### src/rtl/imm_pkg.sv
// Shared definitions for the decode-stage immediate generator.
// Holds the immediate-format select encoding, the instruction bit-field
// positions the extractor slices, and the set of supported datapath widths.
package imm_pkg;

   typedef enum logic [2:0] {
      IMM_I   = 3'b000,
      IMM_ISH = 3'b001,
      IMM_S   = 3'b010,
      IMM_B   = 3'b011,
      IMM_U   = 3'b100,
      IMM_J   = 3'b101,
      IMM_CSR = 3'b110,
      IMM_ILL = 3'b111
   } imm_sel_e;

   localparam int INSTR_W     = 32;
   localparam int SIGN_BIT    = 31;
   localparam int I_IMM_LO    = 20;
   localparam int S_HI_LO     = 25;
   localparam int S_LO_HI     = 11;
   localparam int S_LO_LO     = 7;
   localparam int U_IMM_LO    = 12;
   localparam int SHAMT32_HI  = 24;
   localparam int SHAMT64_HI  = 25;
   localparam int SHAMT_LO    = 20;
   localparam int CSR_UIMM_HI = 19;
   localparam int CSR_UIMM_LO = 15;

   localparam int XLEN_RV32 = 32;
   localparam int XLEN_RV64 = 64;

   function automatic bit xlen_legal(input int xlen);
      return (xlen == XLEN_RV32) || (xlen == XLEN_RV64);
   endfunction

endpackage

### src/rtl/imm_extract.sv
// Combinational immediate extraction.
// Ports:
//   instr_i  full 32-bit instruction
//   sel_i    immediate format select
//   imm_o    immediate extended to XLEN
//   err_o    select was the illegal encoding
// Every format is first assembled as a 32-bit value whose bit 31 already
// carries the correct extension (instr[31] for signed formats, 0 for the
// zero-extended shift/CSR formats), so one signed widening covers RV64.
module imm_extract
   import imm_pkg::*;
#(
   parameter int XLEN = 32
) (
   input  logic [INSTR_W-1:0] instr_i,
   input  imm_sel_e           sel_i,
   output logic [XLEN-1:0]    imm_o,
   output logic               err_o
);

   logic                s;
   logic [INSTR_W-1:0]  raw;

   assign s = instr_i[SIGN_BIT];

   always_comb begin
      raw   = '0;
      err_o = 1'b0;
      case (sel_i)
         IMM_I:   raw = {{20{s}}, instr_i[SIGN_BIT:I_IMM_LO]};
         IMM_ISH: begin
            if (XLEN == XLEN_RV64) raw = {26'b0, instr_i[SHAMT64_HI:SHAMT_LO]};
            else                   raw = {27'b0, instr_i[SHAMT32_HI:SHAMT_LO]};
         end
         IMM_S:   raw = {{20{s}}, instr_i[SIGN_BIT:S_HI_LO], instr_i[S_LO_HI:S_LO_LO]};
         IMM_B:   raw = {{19{s}}, s, instr_i[7], instr_i[30:25], instr_i[11:8], 1'b0};
         IMM_U:   raw = {instr_i[SIGN_BIT:U_IMM_LO], 12'b0};
         IMM_J:   raw = {{11{s}}, s, instr_i[19:12], instr_i[20], instr_i[30:21], 1'b0};
         IMM_CSR: raw = {27'b0, instr_i[CSR_UIMM_HI:CSR_UIMM_LO]};
         IMM_ILL: begin
            raw   = '0;
            err_o = 1'b1;
         end
      endcase
   end

   assign imm_o = XLEN'($signed(raw));

endmodule

### src/rtl/imm_gen_pipe.sv
// Pipelined immediate generator with a two-entry skid buffer.
// Ports:
//   clk, rst        clock, async active-high reset
//   flush           drops all buffered entries, wins over every other event
//   in_valid/ready  instruction handshake (in_ready from registered state only)
//   in_instr/sel/tag  instruction, format select, sideband tag
//   out_valid/ready output handshake
//   out_imm/tag/err extended immediate, its tag, illegal-select flag
//
// state    | meaning
// ---------+---------------------------------------------
// ST_EMPTY | no entries, out_valid low
// ST_ONE   | output register holds the oldest entry
// ST_TWO   | output and skid registers full, in_ready low
module imm_gen_pipe
   import imm_pkg::*;
#(
   parameter int XLEN  = 32,
   parameter int TAG_W = 5
) (
   input  logic             clk,
   input  logic             rst,
   input  logic             flush,
   input  logic             in_valid,
   output logic             in_ready,
   input  logic [31:0]      in_instr,
   input  logic [2:0]       in_sel,
   input  logic [TAG_W-1:0] in_tag,
   output logic             out_valid,
   input  logic             out_ready,
   output logic [XLEN-1:0]  out_imm,
   output logic [TAG_W-1:0] out_tag,
   output logic             out_err
);

   if (!xlen_legal(XLEN)) begin : g_bad_xlen
      $error("imm_gen_pipe: XLEN must be 32 or 64");
   end

   localparam logic [1:0] ST_EMPTY = 2'd0;
   localparam logic [1:0] ST_ONE   = 2'd1;
   localparam logic [1:0] ST_TWO   = 2'd2;

   logic [1:0]       state_q, state_d;
   logic [XLEN-1:0]  out_imm_q, out_imm_d;
   logic [TAG_W-1:0] out_tag_q, out_tag_d;
   logic             out_err_q, out_err_d;
   logic [XLEN-1:0]  skid_imm_q, skid_imm_d;
   logic [TAG_W-1:0] skid_tag_q, skid_tag_d;
   logic             skid_err_q, skid_err_d;

   logic [XLEN-1:0]  ext_imm;
   logic             ext_err;
   logic             accept;
   logic             deliver;

   imm_extract #(.XLEN(XLEN)) u_extract (
      .instr_i (in_instr),
      .sel_i   (imm_sel_e'(in_sel)),
      .imm_o   (ext_imm),
      .err_o   (ext_err)
   );

   assign in_ready  = !rst && (state_q != ST_TWO);
   assign out_valid = (state_q != ST_EMPTY);
   assign accept    = in_valid && in_ready && !flush;
   assign deliver   = out_valid && out_ready;

   assign out_imm = out_imm_q;
   assign out_tag = out_tag_q;
   assign out_err = out_err_q;

   always_comb begin
      state_d    = state_q;
      out_imm_d  = out_imm_q;
      out_tag_d  = out_tag_q;
      out_err_d  = out_err_q;
      skid_imm_d = skid_imm_q;
      skid_tag_d = skid_tag_q;
      skid_err_d = skid_err_q;
      if (flush) begin
         state_d = ST_EMPTY;
      end else begin
         case (state_q)
            ST_EMPTY: begin
               if (accept) begin
                  out_imm_d = ext_imm;
                  out_tag_d = in_tag;
                  out_err_d = ext_err;
                  state_d   = ST_ONE;
               end
            end
            ST_ONE: begin
               if (accept && deliver) begin
                  // new entry replaces the one leaving this edge
                  out_imm_d = ext_imm;
                  out_tag_d = in_tag;
                  out_err_d = ext_err;
               end else if (accept) begin
                  skid_imm_d = ext_imm;
                  skid_tag_d = in_tag;
                  skid_err_d = ext_err;
                  state_d    = ST_TWO;
               end else if (deliver) begin
                  state_d = ST_EMPTY;
               end
            end
            ST_TWO: begin
               if (deliver) begin
                  out_imm_d = skid_imm_q;
                  out_tag_d = skid_tag_q;
                  out_err_d = skid_err_q;
                  state_d   = ST_ONE;
               end
            end
            default: state_d = ST_EMPTY;
         endcase
      end
   end

   always_ff @(posedge clk or posedge rst) begin
      if (rst) begin
         state_q    <= ST_EMPTY;
         out_imm_q  <= '0;
         out_tag_q  <= '0;
         out_err_q  <= 1'b0;
         skid_imm_q <= '0;
         skid_tag_q <= '0;
         skid_err_q <= 1'b0;
      end else begin
         state_q    <= state_d;
         out_imm_q  <= out_imm_d;
         out_tag_q  <= out_tag_d;
         out_err_q  <= out_err_d;
         skid_imm_q <= skid_imm_d;
         skid_tag_q <= skid_tag_d;
         skid_err_q <= skid_err_d;
      end
   end

endmodule

### config.mk
export PLATFORM = sky130hd
export DESIGN_NAME = imm_gen_pipe
export DESIGN_NICKNAME = d
export VERILOG_FILES = /design/src/rtl/imm_pkg.sv /design/src/rtl/imm_extract.sv /design/src/rtl/imm_gen_pipe.sv
export SDC_FILE = /design/constraint.sdc
export NUM_CORES = 1
export LEC_CHECK = 0
export ABC_AREA = 1
export BUFFER_PORTS_ARGS = -buffer_cell sky130_fd_sc_hd__buf_2
export CORE_AREA = 2 2 145 76
export CTS_CLUSTER_DIAMETER = 40
export DETAILED_ROUTE_END_ITERATION = 12
export DIE_AREA = 0 0 147 78
export PLACE_DENSITY = 0.62
export SETUP_SLACK_MARGIN = 0.2
export SLEW_MARGIN = 15
export SYNTH_ARGS = -nofsm -noshare
export SYNTH_HDL_FRONTEND = slang
export SYNTH_SLANG_ARGS = --single-unit
### constraint.sdc
create_clock -name clk -period 5.1 [get_ports clk]
set_input_delay 0.765 -clock clk [delete_from_list [all_inputs] [get_ports clk]]
set_output_delay 0.765 -clock clk [all_outputs]
set_load 0.02 [all_outputs]
==> summary.txt, run 1 <==
Hold path
  – Hold_sp: out_imm[14]
  – WHS Endpoint: out_imm[14]
  – Hold crit path type: flip-flop to flip-flop
  – Worst Hold Path Cells: 2

Floorplan
  – Boundary Pins: 85
  – DIE HEIGHT: 78 µm
  – Die X-Extent: 147 µm
  – Core area: 10,100 µm²
  – Starting Density: 0.397
  – Site Rows: 26
  – Die footprint: 11,500 µm²

Place
  – Port buffer count: 77
  – Place WS: 1.62 ns
  – GP Congestion: 0.857
  – Placed Instances: 745
  – Placed Area: 4420 µm²
  – Post-DP HPWL: 6.79 mm

Final layout
  – Net count, final: 661
  – Final Cell Area: 4730 µm²
  – Most frequent cells in the layout: nand2_1, dfrtp_1, buf_2
  – Commonest non-fill, non-tap cell in the layout: nand2_1
  – Final Util: 0.469
  – FF+latch area: 1950 µm²
  – # fillers: 1,011
  – Post-route insts no fill: 761
  – Multi-input logic area: 1770 µm²
  – Share of layout cells above drive strength 1: 0.171
  – Area Overhead vs Synth: 18.1%
  – Inserted Diodes: 0

Pwr
  – Lkg Pwr: 0.00275 µW
  – PwrDens: 445 nW/µm²
  – Worst vdd ir: 208 µV

Global routing
  – GRT Util Overall: 0.190
  – Grt total ovfl: 0
  – Initial antenna violation count: 0
  – First-pass GRT wire length: 17.0 mm
  – Largest net degree at the start of global routing: 56
  – Number of global-route vias before repair: 3,404

Clock tree
  – CTS resizes: 0
  – Worst-path clk slew: 0.06 ns
  – CTS Hold Bufs: 0
  – Post-CTS Setup Repair Bufs: 0
  – Clock sink count: 78
  – CTS Buf Count: 9
  – Root Driver: clkbuf_16
  – CTS H-tree lvls: 3
  – Worst skew pair latency: 0.34 ns
  – CTS tree: yes
  – Maximum clock insertion buffer count: 2

Route
  – WL met3: 524 µm
  – Remaining DRCs: 0
  – Drt initial violations: 421
  – Vias: 3,609
  – Routed wire length: 10.4 mm
  – Number of detailed-route iterations in the first pass: 5
  – Metal-1 WL: 5.09 mm
  – Routed len/inst: 13.6 µm
  – Via density: 4.74
  – Post-DRT Antenna Nets: 0
  – Met2 wire length: 4.58 mm
  – Top sig layer: met4

Synth
  – Synth top area share: 0.487
  – Largest cells by area after synthesis: dfrtp_1, nand2_1, nand3_1
  – Synth area leader: dfrtp_1
  – Syn. warnings: 0
  – Synthesized cell area: 4010 µm²
  – Cell count after synthesis: 554
  – Fraction of the yosys area taken by sequential cells: 0.487
  – Avg Cell Area, Syn: 7.23 µm²
  – Synthesis-stage register bit count: 78
  – Net count after synthesis: 599
  – Post-synth cell types: 24

Timing
  – Peak Freq: 0.299 GHz
  – Relative slew slack: 0.328
  – Period minus WS final: 3.34 ns
  – Final worst path period share: 0.656
  – Post-route setup slack: 1.76 ns
  – Setup Total Neg Slack: 0 ns
  – Slew Limit Fails: 0
  – RSZ-0062 raised after global routing: false
  – Actual slew at the worst max-slew pin: 1.00 ns
  – Count of final setup violators: 0
  – Worst-case clock skew: 0.00335 ns
  – Final Hold Vio Count: 0

Run
  – Max-Cap Viols: 0

Worst setup path
  – Critical path required time: 5.29 ns
  – Crit path max fanout: 47
  – Crit path DAT: 3.53 ns
  – Reg2Reg Capture Point: skid_imm_q[31]
  – Worst r2r src: state_q[0]
  – Setup CP Type: flip-flop to flip-flop
  – Worst R2R Path Depth: 7
  – Startpoint Class: flip-flop
  – Reg-to-reg slack, setup: 1.76 ns
  – Setup crit end kind: flip-flop

Run status
  – Status: complete, no violations
==> synthesized netlist by cell type <==
cell and count:
dfrtp_1 78, buf_6 3, mux2i_1 5, nand3_4 1
a21oi_4 1, nand2_1 295, buf_1 1, nand2_2 3
inv_1 28, nor2_1 26, nor3_1 1, a21oi_2 1
nand3_1 30, buf_2 11, inv_2 3, o21ai_0 14
buf_4 6, o21bai_1 6, clkbuf_1 8, o211ai_1 1
nand4_1 11, o21ai_1 15, a21boi_0 1, a21oi_1 5
==> cells by family (layout without fill, tap and decap cells) <==
family                 after synthesis  count (layout)  share of synthesized area
AND/OR/NAND/NOR                    367             367                      0.366
buffers and inverters               60             127                     0.0709
flip-flops                          78              78                      0.487
AO/OA/AOI/OAI                       44              44                     0.0637
multiplexers                         5               5                     0.0125
==> sequential cells by signal (all words and copies together) (netlist names) <==
signal      count
out_imm        32
skid_imm_q     32
out_tag         5
skid_tag_q      5
state_q         2
out_err         1
skid_err_q      1
==> layout make-up <==
cell class / instances / share of cell area
multi-input cells: 416 / 0.374
clock buffers: 11 / 0.0534
clock inverters: 5 / 0.0122
repair buffers: 80 / 0.0862
well taps: 140 / 0.0370
inverters: 31 / 0.0248
flip-flops and latches: 78 / 0.412
==> routing by layer <==
metal,vias up,track usage
met5,-,0
met4,0,0.0673
met3,16,0.0565
met2,81,0.290
met1,1663,0.257
li1,1849,-
==> power breakdown <==
part           total [µW]  internal [µW]  switching [µW]
logic                 553            185             368
registers             891            800            91.2
clock network         663            405             259
==> worst max path at each step <==
stage,slack (ns),depth (start not counted),start,to
2_1_floorplan,1.60,7,rst,out_imm[7]
3_3_place_gp,1.69,8,rst,skid_imm_q[31]
3_5_place_dp,1.62,7,rst,skid_imm_q[31]
4_1_cts,1.74,7,state_q[0],skid_imm_q[31]
5_1_grt,1.46,7,state_q[0],skid_imm_q[31]
6_report,1.76,7,state_q[0],skid_imm_q[31]
==> metrics by stage <==
stage | hold slack, ns | total power (µW)
after floorplan | 0.448 | 1270
after global placement | 0.459 | 1440
after detailed placement | 0.461 | 1460
after CTS | 0.479 | 2130
after global routing | 0.500 | 2250
final | 0.470 | 2110
==> worst max-delay path, cell delays in order, from the launching register on <==
cell and delay (ns):
dfrtp_1 0.44, inv_2 0.06, nand2_2 0.72, nand4_1 0.24, nor2_1 0.23, nand2_2 0.47, inv_2 0.78, o21ai_0 0.19
Power figures use the tool's default switching activity.
==> run 2, diff against run 1 <==
- PLACE_DENSITY: 0.62 -> 0.64
- clock period: 5.1 -> 2.8 ns (I/O delays scaled with it)
==> run 2 against run 1 <==
- utilization up 0.63 points
- largest cell class unchanged
- highest routed layer unchanged
- total power increased by 84%
- critical path depth decreased by 1
==> summary.txt, run 2 (synthesis gave the netlist of run 1 again) <==
Global routing
  – Grt total ovfl: 0
  – Number of global-route vias before repair: 3,340
  – Met3 Use GR: 0.0541
  – GR peak layer: met2
  – First-pass GRT wire length: 17.1 mm
  – Met1 usage: 0.262
  – GRT Util Overall: 0.191
  – Grt met2 use: 0.297
  – Initial antenna violation count: 0
  – Largest net degree at the start of global routing: 79

Floorplan
  – Site Rows: 26
  – Die X-Extent: 147 µm
  – DIE HEIGHT: 78 µm
  – Core area: 10,100 µm²
  – Boundary Pins: 85
  – Die footprint: 11,500 µm²
  – Starting Density: 0.397

Clock tree
  – CTS resizes: 0
  – Post-CTS Setup Repair Bufs: 0
  – CTS Buf Count: 9
  – CTS tree: yes
  – Maximum clock insertion buffer count: 2
  – Worst skew pair latency: 0.34 ns
  – Worst-path clk slew: 0.06 ns
  – CTS H-tree lvls: 3
  – Clock sink count: 78
  – CTS Hold Bufs: 0
  – Root Driver: clkbuf_16

Route
  – Via density: 4.77
  – Drt initial violations: 279
  – Vias: 3,651
  – Post-DRT Antenna Nets: 0
  – Remaining DRCs: 0
  – Number of detailed-route iterations in the first pass: 5
  – Routed wire length: 10.2 mm
  – Routed len/inst: 13.3 µm

Timing
  – Period minus WS final: 2.13 ns
  – Relative slew slack: 0.244
  – Final Hold Vio Count: 0
  – Worst-case clock skew: 0.00243 ns
  – Setup Total Neg Slack: 0 ns
  – Count of final setup violators: 0
  – Final worst path period share: 0.762
  – Peak Freq: 0.469 GHz
  – Actual slew at the worst max-slew pin: 1.13 ns
  – RSZ-0062 raised after global routing: false
  – Slew Limit Fails: 0

Place
  – Post-DP HPWL: 6.99 mm
  – GP Congestion: 0.865
  – Port buffer count: 77

Worst setup path
  – Startpoint Class: flip-flop
  – Crit path DAT: 1.71 ns
  – Setup CP Type: flip-flop to output pin
  – CP delay by family, top: buffers and inverters
  – Worst path cell trace: inv_2 > nand2_2 > inv_1 > buf_4 > nor2_1 > buf_2
  – Critical-path top delay cell: dfrtp_1
  – Setup crit end kind: output pin
  – Critical Path Max Stage Delay: 0.44 ns
  – Reg-to-reg slack, setup: 0.75 ns
  – Critical path required time: 2.38 ns
  – Crit path buf inv count: 4
  – Crit path max fanout: 15

Final layout
  – FF+latch area: 1950 µm²
  – Multi-input logic area: 1770 µm²
  – # fillers: 1,032
  – Share of layout cells above drive strength 1: 0.176
  – Inserted Diodes: 0
  – Commonest non-fill, non-tap cell in the layout: nand2_1
  – Net count, final: 666
  – Most frequent cells in the layout: nand2_1, dfrtp_1, buf_2
  – Area Overhead vs Synth: 19.7%
  – Final Util: 0.476

Run
  – Max-Cap Viols: 0

Pwr
  – Worst vdd ir: 326 µV
  – PwrDens: 809 nW/µm²
  – Lkg Pwr: 0.00279 µW

Run status
  – Status: complete, no violations

Hold path
  – Hold crit path type: input pin to flip-flop
run 2: cell type report:
| cell class | count | share of cell area |
|---|---|---|
| timing repair buffer | 85 | 0.0955 |
| inverter | 31 | 0.0250 |
| sequential | 78 | 0.407 |
| clock inverter | 2 | 0.00782 |
| clock buffer | 14 | 0.0592 |
| multi-input combinational | 416 | 0.369 |
| tap | 140 | 0.0365 |
run 2: path summary, 6_finish.rpt:
kind,startpoint,to,depth (start not counted)
setup reg to reg,state_q[0],skid_imm_q[28],9
hold reg to reg,out_imm[27],out_imm[27],2
setup / recovery,state_q[0],in_ready,6
hold / removal,in_tag[1],skid_tag_q[1],3
max in group asynchronous,rst,out_imm[13],3
min in group asynchronous,rst,skid_imm_q[29],3
run 2: tightest hold or removal path, stage by stage:
cell and delay, ns:
buf_2 0.09, nand2_1 0.05, nand2_1 0.04
run 2: report_power, final:
part | internal (µW) | switching [µW]
clock network | 788 | 456
registers | 1460 | 160
logic | 347 | 675
run 2: per-layer routing:
layer	wire length, µm	vias to the layer above
met5	0	-
met4	114	0
met3	599	11
met2	4580	82
met1	4910	1700
li1	-	1858
run 2: per-stage QoR:
step                hold WS (ns)  setup slack, ns  total power, µW  cells  cell area (µm²)
global placement           0.458            0.562             2640    750             4480
detailed placement         0.461            0.562             2660    750             4480
finish                     0.290            0.667             3880    766             4800
floorplan                  0.448            0.280             2310    554             4010
CTS                        0.278            0.655             3910    766             4800
global route               0.297            0.500             4130    766             4800
